==> src/rtl/fu_wb_arbiter.sv <==
// fu_wb_arbiter: writeback stage behind the functional units.
// Each FU result channel is buffered in a DEPTH-entry FIFO, and up to N_CDB
// FIFO heads per cycle are granted onto registered CDB broadcast ports.
// Results younger than a mispredicted branch are squashed in flight.
// Build option: define WB_AGE_PRIO_EN to grant the oldest heads first (by ROB
// age) instead of the default round-robin scan.
module fu_wb_arbiter #(
    parameter int N_CH   = 3,
    parameter int N_CDB  = 2,
    parameter int DEPTH  = 4,
    parameter int DATA_W = 32,
    parameter int TAG_W  = 5,
    parameter int PREG_W = 7
) (
    input  logic                    clk,
    input  logic                    reset,
    input  logic [N_CH-1:0]         in_valid,
    output logic [N_CH-1:0]         in_ready,
    input  logic [N_CH*TAG_W-1:0]   in_rob_tag,
    input  logic [N_CH*PREG_W-1:0]  in_pd,
    input  logic [N_CH-1:0]         in_we,
    input  logic [N_CH*DATA_W-1:0]  in_data,
    input  logic [TAG_W-1:0]        rob_head,
    input  logic                    mispredict,
    input  logic [TAG_W-1:0]        mispredict_tag,
    output logic [N_CDB-1:0]        cdb_valid,
    output logic [N_CDB*TAG_W-1:0]  cdb_rob_tag,
    output logic [N_CDB*PREG_W-1:0] cdb_pd,
    output logic [N_CDB-1:0]        cdb_we,
    output logic [N_CDB*DATA_W-1:0] cdb_data
);

    localparam int CNT_W = $clog2(DEPTH + 1);
    localparam int IDX_W = $clog2(DEPTH);
    localparam int CH_W  = (N_CH > 1) ? $clog2(N_CH) : 1;

    typedef struct packed {
        logic [TAG_W-1:0]  tag;
        logic [PREG_W-1:0] pd;
        logic              we;
        logic [DATA_W-1:0] data;
    } entry_t;

    // FIFO storage: entry 0 is always the head, so compaction is a shift
    entry_t           q_ent  [N_CH][DEPTH];
    entry_t           n_ent  [N_CH][DEPTH];
    logic [CNT_W-1:0] q_cnt  [N_CH];
    logic [CNT_W-1:0] n_cnt  [N_CH];
    entry_t           in_ent [N_CH];
    logic [CNT_W-1:0] wr_cnt;

    logic [N_CH-1:0]  elig;
    logic [N_CH-1:0]  grant;
    logic [N_CDB-1:0] port_vld;
    logic [CH_W-1:0]  port_ch [N_CDB];
    logic             found;
    logic [CH_W-1:0]  best;

    logic [N_CDB-1:0]        cdb_valid_d;
    logic [N_CDB*TAG_W-1:0]  cdb_tag_d;
    logic [N_CDB*PREG_W-1:0] cdb_pd_d;
    logic [N_CDB-1:0]        cdb_we_d;
    logic [N_CDB*DATA_W-1:0] cdb_data_d;

    // Modulo age compare: the tag furthest from rob_head is the youngest
    function automatic logic is_younger(input logic [TAG_W-1:0] t,
                                        input logic [TAG_W-1:0] head,
                                        input logic [TAG_W-1:0] br);
        logic [TAG_W-1:0] age_t;
        logic [TAG_W-1:0] age_b;
        age_t = t - head;
        age_b = br - head;
        return age_t > age_b;
    endfunction

    // Unpack per-channel inputs and report FIFO space
    always_comb begin
        for (int unsigned c = 0; c < N_CH; c++) begin
            in_ent[c].tag  = in_rob_tag[c*TAG_W +: TAG_W];
            in_ent[c].pd   = in_pd[c*PREG_W +: PREG_W];
            in_ent[c].we   = in_we[c];
            in_ent[c].data = in_data[c*DATA_W +: DATA_W];
            in_ready[c]    = (q_cnt[c] != CNT_W'(DEPTH));
        end
    end

    // A head competes only if present and not squashed at this edge
    always_comb begin
        for (int unsigned c = 0; c < N_CH; c++) begin
            elig[c] = (q_cnt[c] != '0) &&
                      !(mispredict && is_younger(q_ent[c][0].tag, rob_head, mispredict_tag));
        end
    end

`ifdef WB_AGE_PRIO_EN
    logic [TAG_W-1:0] best_age;
    logic [TAG_W-1:0] cur_age;

    // Oldest-first grant: each port takes the oldest remaining head, ties to lower channel
    always_comb begin
        grant    = '0;
        port_vld = '0;
        found    = 1'b0;
        best     = '0;
        best_age = '0;
        cur_age  = '0;
        for (int unsigned p = 0; p < N_CDB; p++) begin
            port_ch[p] = '0;
        end
        for (int unsigned p = 0; p < N_CDB; p++) begin
            found    = 1'b0;
            best     = '0;
            best_age = '0;
            for (int unsigned c = 0; c < N_CH; c++) begin
                cur_age = q_ent[c][0].tag - rob_head;
                if (elig[c] && !grant[c] && (!found || (cur_age < best_age))) begin
                    found    = 1'b1;
                    best     = CH_W'(c);
                    best_age = cur_age;
                end
            end
            if (found) begin
                grant[best] = 1'b1;
                port_vld[p] = 1'b1;
                port_ch[p]  = best;
            end
        end
    end
`else
    logic [CH_W-1:0] rr_ptr;
    logic [CH_W-1:0] rr_next;
    logic [CH_W-1:0] scan_ch;

    // Round-robin grant: each port takes the next ungranted head in scan order from rr_ptr
    always_comb begin
        grant    = '0;
        port_vld = '0;
        found    = 1'b0;
        best     = '0;
        scan_ch  = '0;
        rr_next  = rr_ptr;
        for (int unsigned p = 0; p < N_CDB; p++) begin
            port_ch[p] = '0;
        end
        for (int unsigned p = 0; p < N_CDB; p++) begin
            found = 1'b0;
            best  = '0;
            for (int unsigned k = 0; k < N_CH; k++) begin
                scan_ch = CH_W'((32'(rr_ptr) + k) % 32'(N_CH));
                if (!found && elig[scan_ch] && !grant[scan_ch]) begin
                    found = 1'b1;
                    best  = scan_ch;
                end
            end
            if (found) begin
                grant[best] = 1'b1;
                port_vld[p] = 1'b1;
                port_ch[p]  = best;
                rr_next     = CH_W'((32'(best) + 1) % 32'(N_CH));
            end
        end
    end

    // Round-robin pointer advances past the last granted channel
    always_ff @(posedge clk or negedge reset) begin
        if (!reset) begin
            rr_ptr <= '0;
        end else begin
            rr_ptr <= rr_next;
        end
    end
`endif

    // Next FIFO contents: drop popped head and squashed entries, shift survivors
    // down, then append the accepted input unless it is itself squashed
    always_comb begin
        wr_cnt = '0;
        for (int unsigned c = 0; c < N_CH; c++) begin
            wr_cnt = '0;
            for (int unsigned i = 0; i < DEPTH; i++) begin
                n_ent[c][i] = q_ent[c][i];
            end
            for (int unsigned i = 0; i < DEPTH; i++) begin
                if ((i < 32'(q_cnt[c])) && !((i == 0) && grant[c]) &&
                    !(mispredict && is_younger(q_ent[c][i].tag, rob_head, mispredict_tag))) begin
                    n_ent[c][wr_cnt[IDX_W-1:0]] = q_ent[c][i];
                    wr_cnt = wr_cnt + 1'b1;
                end
            end
            if (in_valid[c] && in_ready[c] &&
                !(mispredict && is_younger(in_ent[c].tag, rob_head, mispredict_tag))) begin
                n_ent[c][wr_cnt[IDX_W-1:0]] = in_ent[c];
                wr_cnt = wr_cnt + 1'b1;
            end
            n_cnt[c] = wr_cnt;
        end
    end

    // FIFO state register
    always_ff @(posedge clk or negedge reset) begin
        if (!reset) begin
            for (int unsigned c = 0; c < N_CH; c++) begin
                q_cnt[c] <= '0;
                for (int unsigned i = 0; i < DEPTH; i++) begin
                    q_ent[c][i] <= '0;
                end
            end
        end else begin
            for (int unsigned c = 0; c < N_CH; c++) begin
                q_cnt[c] <= n_cnt[c];
                for (int unsigned i = 0; i < DEPTH; i++) begin
                    q_ent[c][i] <= n_ent[c][i];
                end
            end
        end
    end

    // CDB port contents: granted head fields, zero on unused ports
    always_comb begin
        cdb_valid_d = '0;
        cdb_tag_d   = '0;
        cdb_pd_d    = '0;
        cdb_we_d    = '0;
        cdb_data_d  = '0;
        for (int unsigned p = 0; p < N_CDB; p++) begin
            if (port_vld[p]) begin
                cdb_valid_d[p]                 = 1'b1;
                cdb_tag_d[p*TAG_W +: TAG_W]    = q_ent[port_ch[p]][0].tag;
                cdb_pd_d[p*PREG_W +: PREG_W]   = q_ent[port_ch[p]][0].pd;
                cdb_we_d[p]                    = q_ent[port_ch[p]][0].we;
                cdb_data_d[p*DATA_W +: DATA_W] = q_ent[port_ch[p]][0].data;
            end
        end
    end

    // Registered CDB outputs; a pulse lasts one cycle since the grant pops the head
    always_ff @(posedge clk or negedge reset) begin
        if (!reset) begin
            cdb_valid   <= '0;
            cdb_rob_tag <= '0;
            cdb_pd      <= '0;
            cdb_we      <= '0;
            cdb_data    <= '0;
        end else begin
            cdb_valid   <= cdb_valid_d;
            cdb_rob_tag <= cdb_tag_d;
            cdb_pd      <= cdb_pd_d;
            cdb_we      <= cdb_we_d;
            cdb_data    <= cdb_data_d;
        end
    end

endmodule

==> config.mk <==
export PLATFORM = sky130hd
export DESIGN_NAME = fu_wb_arbiter
export DESIGN_NICKNAME = d
export VERILOG_FILES = /design/src/rtl/fu_wb_arbiter.sv
export SDC_FILE = /design/constraint.sdc
export NUM_CORES = 2
export LEC_CHECK = 0
export BUFFER_PORTS_ARGS = -buffer_cell sky130_fd_sc_hd__buf_2
export CAP_MARGIN = 20
export CELL_PAD_IN_SITES_DETAIL_PLACEMENT = 1
export CELL_PAD_IN_SITES_GLOBAL_PLACEMENT = 2
export CORE_ASPECT_RATIO = 1.2
export CORE_MARGIN = 4
export CORE_UTILIZATION = 44
export CTS_BUF_LIST = sky130_fd_sc_hd__clkbuf_8
export CTS_CLUSTER_SIZE = 30
export DETAILED_ROUTE_END_ITERATION = 8
export PLACE_DENSITY = 0.86
export SYNTH_ARGS = -nofsm -noshare
export SYNTH_HDL_FRONTEND = slang
export SYNTH_SLANG_ARGS = --single-unit
==> constraint.sdc <==
create_clock -name clk -period 17.3 [get_ports clk]
set_input_delay 1.73 -clock clk [delete_from_list [all_inputs] [get_ports clk]]
set_output_delay 1.73 -clock clk [all_outputs]
set_load 0.02 [all_outputs]
==> impl_metrics.py <==
metrics = {
    "sta": {
        "finalCriticalPeriod_ns": 8.64,
        "fin_crit_sh": 0.500,
        "skew_ns": 0.0414,
        "tightest_slew_ns": 1.17,
        "rsz0062_at_grt": "no",
        "hold_viol": 0,
        "final_max_slew_viol_count": 0,
        "setup_tns_ns": 0,
        "fmax_mhz": 116,
        "setup_viol": 0,
        "slew_headroom": 0.222,
    },
    "route": {
        "wirelength_um": 135000,
        "vias": 33200,
        "vias_per_cell": 6.25,
        "drc_errors": 0,
        "wl_per_cell_um": 25.5,
        "postRouteAntennaNets": 0,
        "dr.pass1.iters": 5,
        "initialDrtViolationCount": 2934,
    },
    "clock_network": {
        "clkSlewWorstSetupHoldPaths_ns": 0.06,
        "cts.sink_count": 643,
        "post_cts_buffers": 0,
        "clk_root_buffer_cell": "clkbuf_8",
        "htree_levels": 3,
        "clk_latency_ns": 0.76,
        "clock_tree.buffer_depth": 3,
        "cts_made_buffers": 110,
        "cts_hold_buf": 0,
        "cts_tree": "built",
        "cts_resized": 0,
    },
    "setup_path": {
        "r2r-start": "q_ent[175]$_DFF_PN0_",
        "critPathLaunchType": "input pin",
        "slowest_delay_ns": 0.69,
        "worstReg2RegEnd": "q_ent[464]$_DFF_PN0_",
        "r2r_slack_ns": 10.00,
        "cp_data_arrival_time_ns": 9.26,
        "crit_fanout": 47,
        "r2r_cells": 27,
        "worst_ep_required_time_ns": 17.91,
        "crit_path_end_kind": "flop",
        "crit_family": "buffers and inverters",
        "path_class": "input pin to flop",
        "path_buf_inv": 8,
        "cp_slowest_cell": "inv_2",
    },
    "min_path": {
        "hold_class": "flop to flop",
        "min-delay-start": "q_ent[299]$_DFF_PN0_",
        "hold_path_end": "q_ent[344]$_DFF_PN0_",
        "whs_path_depth": 2,
    },
    "global_routing": {
        "groute.usage.overall": 0.287,
        "grt_max_degree": 158,
        "grt_pass1_vias": 34300,
        "grt_pass1_wl_um": 211000,
        "grt_overflow_total": 0,
        "antenna_found_initial": 8,
    },
    "yosys": {
        "ys_warn_count": 0,
        "yosys-top-cells-count": "643 x dfrtp_1, 491 x mux2i_1, 401 x nand2_1",
        "synth_flop_cell": "dfrtp_1",
        "syn_area_per_cell_um2": 9.64,
        "synthTopCellsByArea": "dfrtp_1 42%, mux2i_1 13%, ha_1 4.6%",
        "syn-cell-area_um2": 38400,
        "syn_inst": 3982,
        "synth_fp_nets": 4291,
        "synth.top_cell.area_share": 0.419,
        "ys_types": 81,
        "yosysMostFrequentCell": "dfrtp_1",
        "async_flop_share": 1.00,
        "synth_edf_count": 0,
        "synth.yosys.seq_area_share": 0.419,
        "ys_ff_latch": 643,
        "yosysTopAreaCell": "dfrtp_1",
    },
    "floorplanning": {
        "rows": 118,
        "die_h_um": 332,
        "core_um2": 86400,
        "io_pins": 246,
        "start_util": 0.444,
        "die_width_um": 278,
        "die_area_um2": 92000,
    },
    "final_layout": {
        "multi_input_area_um2": 20700,
        "nNetsFinal": 4387,
        "n_fill_cell": 9820,
        "drive_above_1_share": 0.132,
        "areaGrowthSynthToFinish_pct": 11.0,
        "seqCellArea_um2": 16100,
    },
    "place": {
        "io_buffers": 245,
        "place_congestion": 0.860,
        "dpl.hpwl_um": 86700,
    },
    "run_status": {
        "status": "finished, final reports clean",
    },
    "flow_run": {
        "drv_cap": 0,
    },
}
state kept, by name, indices dropped and copies added, names as in the netlist:
register / cells
cdb_valid: 2
q_ent: 540
cdb_pd: 14
q_cnt: 9
cdb_we: 2
cdb_data: 64
rr_ptr: 2
cdb_rob_tag: 10
layout make-up:
class                   count  area share
multi-input cells        2941       0.485
well taps                1140      0.0335
repair buffers            308      0.0412
clock inverters            64     0.00928
clock buffers             144      0.0465
inverters                  74     0.00652
diodes                      2    0.000117
flip-flops and latches    643       0.378
worst max path at each step:
| stage | end | cells past startpoint | from |
|---|---|---|---|
| after global routing | q_ent[457]$_DFF_PN0_ | 25 | rob_head[1] |
| after detailed placement | q_ent[452]$_DFF_PN0_ | 25 | rob_head[1] |
| after floorplan | q_ent[494]$_DFF_PN0_ | 26 | rob_head[1] |
| after CTS | q_ent[452]$_DFF_PN0_ | 25 | rob_head[1] |
| final | q_ent[464]$_DFF_PN0_ | 25 | rob_head[1] |
| after global placement | q_ent[467]$_DFF_PN0_ | 25 | rob_head[1] |
worst min-delay path, stage by stage (launching register included):
cell and delay [ns]:
dfrtp_1 0.35, nor2_1 0.05, o21ai_1 0.11
cell usage in the layout, fill, tap and decap left out, types with 12 or more instances in the layout:
| master | instances |
|---|---|
| nor2_1 | 259 |
| nand2b_1 | 17 |
| o221ai_1 | 92 |
| dfrtp_1 | 643 |
| nand4_1 | 52 |
| or3_1 | 14 |
| o211a_1 | 48 |
| xor2_1 | 35 |
| a211oi_1 | 50 |
| a22o_1 | 45 |
| clkinv_2 | 21 |
| buf_2 | 244 |
| o22ai_1 | 93 |
| ha_1 | 141 |
| a22oi_1 | 90 |
| and3_1 | 46 |
| inv_1 | 104 |
| fa_1 | 16 |
| o21ai_1 | 113 |
| a32oi_1 | 45 |
| clkbuf_8 | 144 |
| a221oi_1 | 45 |
| nand3_1 | 54 |
| o21ai_0 | 316 |
| nand2_1 | 395 |
| mux2i_1 | 491 |
| a21oi_1 | 190 |
| and2_2 | 12 |
| xnor2_1 | 55 |
| a21o_1 | 86 |
| buf_4 | 60 |
layer usage:
layer  wire (µm)  global-route usage  vias to the layer above
li1            -                   -                    14900
met1       61100               0.410                    17100
met2       63000               0.462                     1082
met3        8260              0.0376                      183
met4        3110              0.0776                        4
met5          21                   0                        -
logic make-up (layout without fill, tap and decap cells):
kind of cell	Yosys count	after routing	share of synthesized area
compound gates	1282	1282	0.220
xor+xnor	96	96	0.0233
fa+ha+maj	164	164	0.0562
buf+inv	398	590	0.0478
flops	643	643	0.419
mux	499	499	0.131
other cells	0	2	0
simple gates	900	900	0.102
through the flow:
stage / worst slack [ns] / instance area (µm²) / hold slack [ns] / utilization / instances
floorplan: 8.94 / 38400 / 0.497 / - / 3982
global placement: 8.14 / 40200 / 0.518 / 0.466 / 5105
detailed placement: 7.93 / 40200 / 0.526 / 0.466 / 5105
CTS: 8.71 / 42600 / 0.507 / 0.493 / 5313
global route: 8.30 / 42600 / 0.562 / 0.493 / 5316
finish: 8.66 / 42600 / 0.518 / 0.493 / 5316
Power is not shown: default switching activity piles up to over one toggle a cycle in this logic, so the estimate is an artifact.
